==> src/rtl/core_seq_ctrl.sv <==
// core_seq_ctrl
// ---------------------------------------------------------------------------
// Multi-cycle sequencer for the NPC RV32 datapath. Instead of committing every
// clock, the core walks an explicit fetch -> execute -> memory -> commit
// schedule. This block owns the instruction-fetch and LSU request handshakes,
// latches the fetched instruction for the decoder, and produces one-cycle
// commit strobes that gate the PC register and register-file write enables.
// The core stops for good (until reset) on ebreak, bus error or a response
// that never arrives.
//
// Ports:
//   clk            core clock, all state changes on the rising edge
//   reset          asynchronous, active-low reset
//   pc             current PC from the PC register
//   ifu_req_*      instruction fetch request handshake and address
//   ifu_rsp_*      instruction fetch response (valid / error / data)
//   inst           latched instruction for decoder and datapath
//   inst_valid     inst is live (EXEC, MEM_REQ, MEM_WAIT)
//   dec_is_mem     decoder: current instruction is a load or store
//   dec_is_ebreak  decoder: current instruction is ebreak
//   lsu_req_*      data memory request handshake
//   lsu_rsp_*      data memory response (valid / error)
//   pc_wen         one-cycle PC register enable
//   rf_wen_gate    one-cycle gate ANDed with decoder rf_wen
//   instret        retired instruction count (wraps)
//   halted         ebreak reached
//   fault          bus error or response timeout
// ---------------------------------------------------------------------------
module core_seq_ctrl #(
  parameter int XLEN    = 32,
  parameter int TIMEOUT = 1024,
  parameter int TO_W    = 10
) (
  input  logic            clk,
  input  logic            reset,
  input  logic [XLEN-1:0] pc,
  output logic            ifu_req_valid,
  input  logic            ifu_req_ready,
  output logic [XLEN-1:0] ifu_addr,
  input  logic            ifu_rsp_valid,
  input  logic            ifu_rsp_err,
  input  logic [XLEN-1:0] ifu_rsp_data,
  output logic [XLEN-1:0] inst,
  output logic            inst_valid,
  input  logic            dec_is_mem,
  input  logic            dec_is_ebreak,
  output logic            lsu_req_valid,
  input  logic            lsu_req_ready,
  input  logic            lsu_rsp_valid,
  input  logic            lsu_rsp_err,
  output logic            pc_wen,
  output logic            rf_wen_gate,
  output logic [31:0]     instret,
  output logic            halted,
  output logic            fault
);

  typedef enum logic [2:0] {
    IDLE,
    FETCH_REQ,
    FETCH_WAIT,
    EXEC,
    MEM_REQ,
    MEM_WAIT,
    HALT,
    FAULT
  } seqState_e;

  seqState_e       state_q;
  logic [TO_W-1:0] timeoutCnt_q;
  logic [TO_W-1:0] timeoutCnt_d;
  logic            timeoutHit;
  logic [31:0]     instret_q;
  logic [31:0]     instret_d;
  logic [XLEN-1:0] inst_q;
  logic            ifuReqValid_q;
  logic            lsuReqValid_q;
  logic            instValid_q;
  logic            halted_q;
  logic            fault_q;
  logic            commit;

  // The commit strobe is combinational so that a load retires in the very
  // cycle its response data is on the bus. It can only fire in EXEC or
  // MEM_WAIT, and both of those always leave for FETCH_REQ when it does, so
  // the strobe can never be high two cycles running.
  always_comb begin
    commit = 1'b0;
    case (state_q)
      EXEC:     commit = !dec_is_ebreak && !dec_is_mem;
      MEM_WAIT: commit = lsu_rsp_valid && !lsu_rsp_err;
      default:  commit = 1'b0;
    endcase
  end

  // The wait counter starts at zero on entry to a WAIT state, so hitting
  // TIMEOUT-1 means TIMEOUT full cycles have been spent waiting. A response
  // arriving in that last cycle still wins over the timeout.
  assign timeoutHit   = (timeoutCnt_q == TO_W'(TIMEOUT - 1));
  assign timeoutCnt_d = timeoutCnt_q + TO_W'(1);
  assign instret_d    = instret_q + 32'd1;

  // Sequencer state machine. Request valids, inst_valid, halted and fault are
  // registered alongside the state so they change exactly on state entry.
  // Responses are only looked at in the WAIT states, which is what makes
  // stale or early responses (REQ states, IDLE, after reset) harmless.
  always_ff @(posedge clk or negedge reset) begin
    if (!reset) begin
      state_q       <= IDLE;
      timeoutCnt_q  <= '0;
      instret_q     <= '0;
      inst_q        <= '0;
      ifuReqValid_q <= 1'b0;
      lsuReqValid_q <= 1'b0;
      instValid_q   <= 1'b0;
      halted_q      <= 1'b0;
      fault_q       <= 1'b0;
    end else begin
      if (commit) begin
        instret_q <= instret_d;
      end
      case (state_q)
        IDLE: begin
          state_q       <= FETCH_REQ;
          ifuReqValid_q <= 1'b1;
        end
        FETCH_REQ: begin
          if (ifu_req_ready) begin
            state_q       <= FETCH_WAIT;
            ifuReqValid_q <= 1'b0;
          end
        end
        FETCH_WAIT: begin
          if (ifu_rsp_valid) begin
            timeoutCnt_q <= '0;
            if (ifu_rsp_err) begin
              state_q <= FAULT;
              fault_q <= 1'b1;
            end else begin
              state_q     <= EXEC;
              inst_q      <= ifu_rsp_data;
              instValid_q <= 1'b1;
            end
          end else if (timeoutHit) begin
            timeoutCnt_q <= '0;
            state_q      <= FAULT;
            fault_q      <= 1'b1;
          end else begin
            timeoutCnt_q <= timeoutCnt_d;
          end
        end
        EXEC: begin
          if (dec_is_ebreak) begin
            state_q     <= HALT;
            halted_q    <= 1'b1;
            instValid_q <= 1'b0;
          end else if (dec_is_mem) begin
            state_q       <= MEM_REQ;
            lsuReqValid_q <= 1'b1;
          end else begin
            state_q       <= FETCH_REQ;
            ifuReqValid_q <= 1'b1;
            instValid_q   <= 1'b0;
          end
        end
        MEM_REQ: begin
          if (lsu_req_ready) begin
            state_q       <= MEM_WAIT;
            lsuReqValid_q <= 1'b0;
          end
        end
        MEM_WAIT: begin
          if (lsu_rsp_valid) begin
            timeoutCnt_q <= '0;
            instValid_q  <= 1'b0;
            if (lsu_rsp_err) begin
              state_q <= FAULT;
              fault_q <= 1'b1;
            end else begin
              state_q       <= FETCH_REQ;
              ifuReqValid_q <= 1'b1;
            end
          end else if (timeoutHit) begin
            timeoutCnt_q <= '0;
            instValid_q  <= 1'b0;
            state_q      <= FAULT;
            fault_q      <= 1'b1;
          end else begin
            timeoutCnt_q <= timeoutCnt_d;
          end
        end
        HALT: begin
          state_q <= HALT;
        end
        FAULT: begin
          state_q <= FAULT;
        end
        default: begin
          state_q <= IDLE;
        end
      endcase
    end
  end

  // The PC register does not change while a fetch is pending (pc_wen only
  // fires in EXEC / MEM_WAIT), so forwarding pc directly keeps the address
  // stable for the whole request. It reads as zero when no fetch is requested.
  assign ifu_addr      = ifuReqValid_q ? pc : '0;
  assign ifu_req_valid = ifuReqValid_q;
  assign lsu_req_valid = lsuReqValid_q;
  assign inst          = inst_q;
  assign inst_valid    = instValid_q;
  assign pc_wen        = commit;
  assign rf_wen_gate   = commit;
  assign instret       = instret_q;
  assign halted        = halted_q;
  assign fault         = fault_q;

endmodule

==> config.mk <==
export PLATFORM = sky130hd
export DESIGN_NAME = core_seq_ctrl
export DESIGN_NICKNAME = d
export VERILOG_FILES = /design/src/rtl/core_seq_ctrl.sv
export SDC_FILE = /design/constraint.sdc
export NUM_CORES = 1
export LEC_CHECK = 0
export ABC_AREA = 1
export BUFFER_PORTS_ARGS = -buffer_cell sky130_fd_sc_hd__buf_4
export CAP_MARGIN = 30
export CELL_PAD_IN_SITES_DETAIL_PLACEMENT = 1
export CELL_PAD_IN_SITES_GLOBAL_PLACEMENT = 1
export CORE_ASPECT_RATIO = 1.4
export CORE_MARGIN = 5
export CORE_UTILIZATION = 30
export DETAILED_ROUTE_END_ITERATION = 10
export PLACE_DENSITY = 0.71
export SYNTH_ARGS = -nofsm -noshare
export SYNTH_HDL_FRONTEND = slang
export SYNTH_SLANG_ARGS = --single-unit
==> constraint.sdc <==
create_clock -name clk -period 2.2 [get_ports clk]
set_clock_uncertainty 0.2 [all_clocks]
set_input_delay 0.22 -clock clk [delete_from_list [all_inputs] [get_ports clk]]
set_output_delay 0.22 -clock clk [all_outputs]
set_load 0.05 [all_outputs]
; After elaboration in Yosys (flattened, before gate mapping)
; Index checks and enable logic that the tools add are counted.
[word_totals]
regBits = 82
inputBits = 74
output_inout_bits = 103
wordCells = 89
[classes]
add_sub_neg = 2
eq_ne = 21
n_mux = 39
bitwise = 1
reduce_logical = 17
[op_table]
columns = op, count
row1 = $add A32 B1 Y32 const B, 1
row2 = $mux W32, 1
row3 = $mux W10, 3
row4 = $mux W3, 9
row5 = $pmux W3 S8, 1
row6 = $pmux W10 S2, 1
row7 = $mux W1, 19
row8 = $ne A2 B2 Y1 const B, 9
row9 = $eq A3 B3 Y1 const B, 4
row10 = $ne A3 B3 Y1 const B, 4
row11 = $add A10 B1 Y10 const B, 1
row12 = $eq A10 B10 Y1 const B, 1
row13 = $eq A3 B2 Y1 const B, 2
row14 = $pmux W1 S2, 3
row15 = $reduce_and A3 Y1, 2
row16 = $reduce_and A6 Y1, 1
row17 = $reduce_and A5 Y1, 1
row18 = $pmux W1 S4, 1
row19 = $reduce_and A2 Y1, 2
row20 = $reduce_and A4 Y1, 1
row21 = $reduce_bool A2 Y1, 2
row22 = $reduce_bool A4 Y1, 1
row23 = $eq A3 B1 Y1 const B, 1
row24 = $logic_not A1 Y1, 3
row25 = other kinds (5), 6

; Depth between registers and ports, before layout
; Gate-level depths: netlist (run 1).
[logic_depth]
ltp_word = 4
depth_mapped = 10
ltp_nobuf = 10

; Worst setup path after synthesis (run 1)
; No wires, ideal clock.
[synth_path]
path_kind = flip-flop to flip-flop
startpoint = register instret_q[0], in the netlist instret[0]
endpoint = register instret_q[22], in the netlist instret[22]
setup_time_ns = 0.114
arrival_ns = 1.742
t_required_ns = 1.886
path_slack_ns = 0.144
path_stages_with_launch = 9
path_buffers = 0
period_less_slack_ns = 2.056
path_cell_list = dfrtp_1 ha_1 nand3_1 nor2_2 nand3_1 nor2_4 nand3_1 nand2_1 inv_1
[synth_between]
elab_chain_len = 1
[synth_lines]
columns = element, line
row1 = start: declaration, 73  ; logic [31:0] instret_q;
row2 = start signal: assignment, 120  ; instret_q <= instret_d;
row3 = $add A32 B1 Y32, 101  ; assign instret_d = instret_q + 32'd1;
; Every way passes these cells.
; A chain may end at the register's enable or synchronous reset.

; Worst setup path after layout (run 1)
[layout_path]
startpoint = register state_q[2]
endpoint = output port rf_wen_gate
[layout_between]
elab_chain_len = 2
elab_cells_between_ends = 3
classes_between = eq/ne (2) / mux (1)
[layout_lines]
columns = element, line
row1 = start: declaration, 69  ; seqState_e state_q;
row2 = start signal: assignment, 109  ; state_q <= IDLE;
row3 = start signal: assignment, 124  ; state_q <= FETCH_REQ;
row4 = start signal: assignment, 129  ; state_q <= FETCH_WAIT;
row5 = $eq A3 B3 Y1 or $eq A3 B2 Y1 (tied branches), 89  ; case (state_q)
row6 = $pmux W1 S2 *, 89
row7 = end: declaration, 52  ; output logic rf_wen_gate,
; Every way passes the cells marked *; elsewhere a longest branch is shown, timed or not.

==> reports/results.tsv, run 1 <==
stage	metric	value	unit
die	num_rows	54	
finish	nets	894	
power_and_ir_drop	powerDensity	1217	nW/um^2
routing	wl_per_cell	16.26	um
place	dp_hpwl	12440	um
routing	ant_nets	0	
setup_path	r2r_end	instret[24]	
global_routing	antenna_found_initial	0	
routing	avgViaCountPerCell	4.575	
global_routing	grt_pass1_vias	5212	
global_routing	grt_max_degree	48	
synthesis	synth-edff-count	0	
finish	fill_cells	1858	
routing	met2_length	9548	um
sta	slew-limit-headroom	0.6314	
synthesis	ys_seq_area_frac	0.4363	
synthesis	synth_top_area_frac	0.4363	
routing	routed_wl	16570	um
sta	fin_crit	2.095	ns
routing	wl_met1	6014	um
synthesis	ys_types	26	
sta	setup_viol	0	
clocking	clk_latency	0.35	ns
setup_path	crit_top_cell	inv_2	
setup_path	cp_max_fo	20	
routing	drt_iter0_drc	214	
clocking	h-tree-depth	3	
setup_path	ff2ff_setup_slack	0.29	ns
synthesis	yosys-top-cells-count	nand2_1, dfrtp_1, inv_1	
power_and_ir_drop	leakage	3.719	nW
synthesis	syn_inst	602	
finish	utilization	0.4479	
synthesis	syn_nets	678	
die	fp.dieArea	18320	um^2
hold_path	hp-class	in2reg	
routing	drc	0	
finish	drive_gt1_frac	0.3159	
routing	wl_met3	625	um
setup_path	startpoint_type	flip-flop	
synthesis	ys_ff_latch	82	
die	die_h	158.2	um
routing	routed.top_layer	met4	
synthesis	ys_warn_count	0	
synthesis	synth_area	4703	um^2
place	place.gp.congestion	0.8506	
hold_path	min_path_cells	3	
power_and_ir_drop	max-vdd-ir-drop	0.7461	mV
clocking	cts_sinks	82	
sta	tns	0	ns
synthesis	yosysTopAreaCell	dfrtp_1	
die	die_w	115.8	um
setup_path	worstPathArrival	1.68	ns
die	start_util	0.3040	
global_routing	grt_usage	0.1866	
setup_path	critPathKind	reg2out	
synthesis	syn_area_per_cell	7.813	um^2
run_status	status	completed	
routing	first_pass_iters	4	
setup_path	reg2regPathDepth	8	
global_routing	gr-total-overflow	0	
clocking	cts_buffer_depth	2	
synthesis	synth_flop_cell	dfrtp_1	
setup_path	timing.rr.start	instret[0]	
routing	route.vias.total	4662	
clocking	ctsRootBufferMaster	clkbuf_16	
synthesis	synthArstFlopShare	1.000	
synthesis	synth_area_leaders	dfrtp_1, nand2_1, mux2_4	
sta	tightest_slew	0.5528	ns
hold_path	whs_endpoint	halted	
finish	syn2layout_area_growth	47.35	%
place	port_buffers	176	
setup_path	crit_chain	inv_2 > nand3_2 > inv_2 > nand2_2 > nand2_8 > buf_4	
die	core	15470	um^2
hold_path	hold_start	dec_is_ebreak	
finish	diodes	0	
setup_path	crit_slowest_cell	dfrtp_1	
sta	hold_viol	0	
setup_path	cp.required	1.78	ns
sta	drv_slew	0	
global_routing	grt_pass1_wl	26770	um
setup_path	slowest_delay	0.45	ns
die	ios	177	
flow_run	drv_cap	0	
sta	post-route-period-util	0.9524	
sta	rsz0062_at_grt	no	
setup_path	end_kind	output pin	
clocking	cts_buffers	9	
sta	fmax	477.2	MHz
clocking	clk_pin_slew	0.06	ns
synthesis	synth_most_common_cell	nand2_1	
clocking	tritoncts	done	
==> layer usage <==
layer	up-vias	track usage
met4	0	0.06855
li1	2281	-
met1	2258	0.1982
met5	-	0
met3	27	0.02677
met2	96	0.3649
==> how the worst max path moves through the flow <==
stage / start / end
floorplan: instret[0] / instret[22]
global placement: state_q[1] / instret[20]
detailed placement: state_q[1] / instret[7]
CTS: state_q[2] / rf_wen_gate
global route: state_q[1] / rf_wen_gate
finish: state_q[2] / rf_wen_gate
==> registers in the layout, summed over array words and instances, names as in the netlist <==
register	count
fault	1
halted	1
ifu_req_valid	1
inst	32
inst_valid	1
instret	32
lsu_req_valid	1
state_q	3
timeoutCnt_q	10
==> where the power goes <==
group	switching [mW]	total (mW)	internal, mW
clock	0.732	1.65	0.918
combinational	3.06	4.52	1.46
sequential	0.339	2.26	1.92
==> stage by stage <==
stage / hold WS [ns] / cells / setup WS (ns) / total power, mW / area, um^2
2_1_floorplan: -0.2756 / 602 / 0.1443 / 5.339 / 4703
3_3_place_gp: 0.01698 / 968 / 0.3907 / 6.633 / 6248
5_1_grt: 0.03151 / 1019 / 0.001708 / 8.852 / 6930
3_5_place_dp: 0.02997 / 968 / 0.2576 / 6.756 / 6248
4_1_cts: 0.006043 / 1019 / 0.01440 / 8.491 / 6922
6_report: 0.005798 / 1019 / 0.1047 / 8.433 / 6930
==> layout by cell type (no fill, tap or decap), types with 4 or more instances in the layout <==
cell,instances
nand4_1,8
mux2_4,28
clkbuf_16,9
nor2_1,65
xor2_1,12
dlygate4sd3_1,35
inv_1,81
nor2_2,8
xnor2_1,4
o21bai_1,4
inv_2,7
nor3_1,5
a21oi_1,8
nor2_4,4
buf_4,180
dfrtp_1,82
o21ai_0,14
mux2_2,4
nand3_1,28
nand2_1,213
nand2_2,5
==> critical path: cells and delay by family (launching register included) <==
kind	cells	cell delay (ns)
flops	1	0.45
buf+inv	3	0.45
simple gates	3	0.41
==> cells by family after synthesis <==
logic type / count (synthesis) / synth area share
AO/OA/AOI/OAI: 28 / 0.03192
buffers and inverters: 100 / 0.08965
multiplexers: 32 / 0.09896
XOR/XNOR: 16 / 0.02979
flip-flops: 82 / 0.4363
AND/OR/NAND/NOR: 342 / 0.3081
adder cells (fa/ha/maj): 2 / 0.005320
==> timing repair <==
| action | in CTS | in global routing |
|---|---|---|
| setup endpoints to repair | 0 | 2 |
| hold buffers | 35 | 0 |
| gates resized for setup | 0 | 1 |
| buffers inserted | 0 | 0 |
| endpoints found under the hold margin | 69 | 0 |
==> layout make-up <==
type / instances / area (um^2) / share of cell area
sequential: 82 / 2052 / 0.2961
timing repair buffer: 217 / 1742 / 0.2513
clock buffer: 9 / 225.2 / 0.03250
inverter: 88 / 330.3 / 0.04766
multi-input combinational: 420 / 2238 / 0.3230
clock inverter: 7 / 97.59 / 0.01408
tap: 196 / 245.2 / 0.03539
(Power assumes the default switching activity.)
==> run 2, diff against run 1 <==
--- a/config.mk
+++ b/config.mk
@@ -14,7 +14,7 @@
 export CORE_MARGIN = 5
 export CORE_UTILIZATION = 30
 export DETAILED_ROUTE_END_ITERATION = 10
-export PLACE_DENSITY = 0.71
+export PLACE_DENSITY = 0.81
 export SYNTH_ARGS = -nofsm -noshare
 export SYNTH_HDL_FRONTEND = slang
 export SYNTH_SLANG_ARGS = --single-unit
==> run 2 against run 1 <==
  * Final area decreased by 0.87%
  * Critical path type unchanged
  * Final cell count unchanged
  * Highest routed layer unchanged
  * Clock-buffer cell count is 1 higher
  * Sequential power is essentially flat
  * Wire length is 4.8% lower
==> reports/results.tsv, run 2 (synthesized netlist as in run 1, its figures left out) <==
stage	metric	value	unit	change
clocking	h-tree-depth	3		unchanged
finish	fill_cells	1892		was 1858
routing	first_pass_iters	4		unchanged
setup_path	crit_family	flip-flops		unchanged
sta	setup_viol	0		unchanged
power_and_ir_drop	power.switching	4.041	mW	was 4.130 mW
power_and_ir_drop	powerDensity	1194	nW/um^2	was 1217 nW/um^2
setup_path	crit_chain	inv_2 > nand3_2 > inv_2 > nand2_2 > nand2_8 > buf_4		unchanged
run_status	status	completed		unchanged
power_and_ir_drop	leakage	3.689	nW	was 3.719 nW
place	place.gp.congestion	0.8639		was 0.8506
setup_path	crit_top_cell	inv_2		unchanged
finish	fin_cells	1019		unchanged
setup_path	worstPathArrival	1.68	ns	about the same
global_routing	grt_pass1_vias	4993		was 5212
sta	fin_crit	2.097	ns	was 2.095 ns
sta	drv_slew	0		unchanged
hold_path	hp-class	in2reg		unchanged
place	dpl.cell_count	967		was 968
die	start_util	0.3040		unchanged
finish	mostFrequentLayoutCells	nand2_1, buf_4, dfrtp_1, inv_1, nor2_1		unchanged
routing	routed_wl	15780	um	was 16570 um
routing	wl_per_cell	15.49	um	was 16.26 um
die	ios	177		unchanged
finish	seq_area	2052	um^2	unchanged
power_and_ir_drop	p_total	8.205	mW	was 8.433 mW
global_routing	gr-total-overflow	0		unchanged
setup_path	cp.required	1.78	ns	about the same
setup_path	startpoint_type	flip-flop		unchanged
setup_path	crit_slowest_cell	dfrtp_1		unchanged
clocking	clk_pin_slew	0.07	ns	was 0.06 ns
finish	drive_gt1_frac	0.3139		was 0.3159
power_and_ir_drop	max-vdd-ir-drop	0.8874	mV	was 0.7461 mV
setup_path	path_buf_inv	3		unchanged
global_routing	grtUsageMet1	0.1850		was 0.1982
clocking	cts_buffers	9		unchanged
die	fp.dieArea	18320	um^2	unchanged
finish	final_common_cell	nand2_1		unchanged
sta	fmax	476.9	MHz	was 477.2 MHz
clocking	cts_buffer_depth	2		unchanged
clocking	clk_latency	0.34	ns	was 0.35 ns
setup_path	cp_max_fo	21		was 20
place	dp_hpwl	11640	um	was 12440 um
power_and_ir_drop	pwr-share-seq	0.277		was 0.268
sta	finalWorstSetupSlack	0.1030	ns	was 0.1047 ns
sta	tightest_slew	0.6268	ns	was 0.5528 ns
routing	drt_iter0_drc	119		was 214
power_and_ir_drop	p_clk_frac	0.176		was 0.196
place	port_buffers	176		unchanged
die	num_rows	54		unchanged
global_routing	grt_pass1_wl	25090	um	was 26770 um
sta	slew-limit-headroom	0.5822		was 0.6314
global_routing	grt_usage	0.1723		was 0.1866
routing	avgViaCountPerCell	4.584		was 4.575
place	pre_cts_slack	0.2554	ns	was 0.2576 ns
power_and_ir_drop	sw_frac_of_total	0.4925		was 0.4898
routing	ant_nets	0		unchanged
setup_path	critPathKind	reg2out		unchanged
finish	nets	893		was 894
flow_run	drv_cap	0		unchanged
die	die_w	115.8	um	unchanged
global_routing	grt_max_degree	55		was 48
sta	hold_viol	0		unchanged
power_and_ir_drop	p_int	4.164	mW	was 4.303 mW
setup_path	slowest_delay	0.45	ns	about the same
power_and_ir_drop	comb_power_share	0.547		was 0.536
routing	drc	0		unchanged
clocking	cts_sinks	82		unchanged
die	core	15470	um^2	unchanged
routing	route.vias.total	4671		was 4662
clocking	ctsRootBufferMaster	clkbuf_16		unchanged
clocking	tritoncts	done		unchanged
global_routing	antenna_found_initial	1		was 0
finish	multiInputGateArea	2238	um^2	unchanged
sta	rsz0062_at_grt	yes		was no
setup_path	end_kind	output pin		unchanged
finish	syn2layout_area_growth	46.08	%	was 47.35%
sta	post-route-period-util	0.9532		was 0.9524
global_routing	use_met3	0.05277		was 0.02677
global_routing	met2_usage	0.3180		was 0.3649
global_routing	gr-max-usage-layer	met2		unchanged
die	die_h	158.2	um	unchanged
run 2: changes by cell type in the layout (fill, tap and decap cells not counted), sizes merged:
| cell | change |
|---|---|
| buf | -1 |
| bufinv | -1 |
| clkbuf | +1 |
| clkinv | +1 |
| diode | +1 |
| inv | -1 |
run 2: layout make-up:
type / instances / area share
Antenna cell: 1 / 0.0003642
Clock buffer: 10 / 0.03333
Clock inverter: 6 / 0.007467
Inverter: 88 / 0.04808
Multi-Input combinational cell: 420 / 0.3258
Sequential cell: 82 / 0.2987
Tap cell: 196 / 0.03569
Timing Repair Buffer: 216 / 0.2506
run 2: repair_timing:
item | CTS | global route
endpoints found under the setup margin | 0 | 2
endpoints found under the hold margin | 62 | 0
hold buffers | 35 | 0
gates resized for setup | 0 | 1
setup buffers | 0 | 0
run 2: power groups by stage:
stage                     sequential, mW  clock, mW  combinational, mW
after floorplan                     3.45          0               1.89
after detailed placement            2.26          0               4.46
after CTS                           2.26       1.49               4.51
after global placement              2.25          0               4.36
after global routing                2.32       1.56               4.75
final                               2.27       1.44               4.49
run 2: worst paths after layout:
kind,from,end,slack (ns),cells after the start
worst max-delay path,state_q[2],rf_wen_gate,0.10,6
worst min-delay path,lsu_rsp_valid,state_q[1],0.03,3
worst max register to register,state_q[0],inst[29],0.23,5
worst min register to register,halted,halted,0.28,1
max in group asynchronous,reset,instret[29],0.98,3
min in group asynchronous,reset,inst[21],0.16,2
run 2: worst min-delay path, stage by stage:
cell      delay [ns]
buf_4           0.11
o21bai_1        0.07
a21oi_1         0.12
run 2: per-stage QoR:
stage | instance area [um^2] | TNS (ns) | hold WS, ns | util
4_1_cts | 6859 | 0 | 0.008635 | 0.4433
2_1_floorplan | 4703 | 0 | -0.2756 | -
3_3_place_gp | 6228 | 0 | -0.01376 | 0.4026
6_report | 6870 | 0 | 0.02824 | 0.4440
3_5_place_dp | 6228 | 0 | -0.005250 | 0.4026
5_1_grt | 6870 | -0.008021 | 0.05236 | 0.4440
run 2: per-layer routing:
| layer | part of all wire | wire length, um |
|---|---|---|
| met1 | 0.37 | 5906 |
| met2 | 0.53 | 8290 |
| met3 | 0.082 | 1289 |
| met4 | 0.019 | 293 |
| met5 | 0 | 0 |
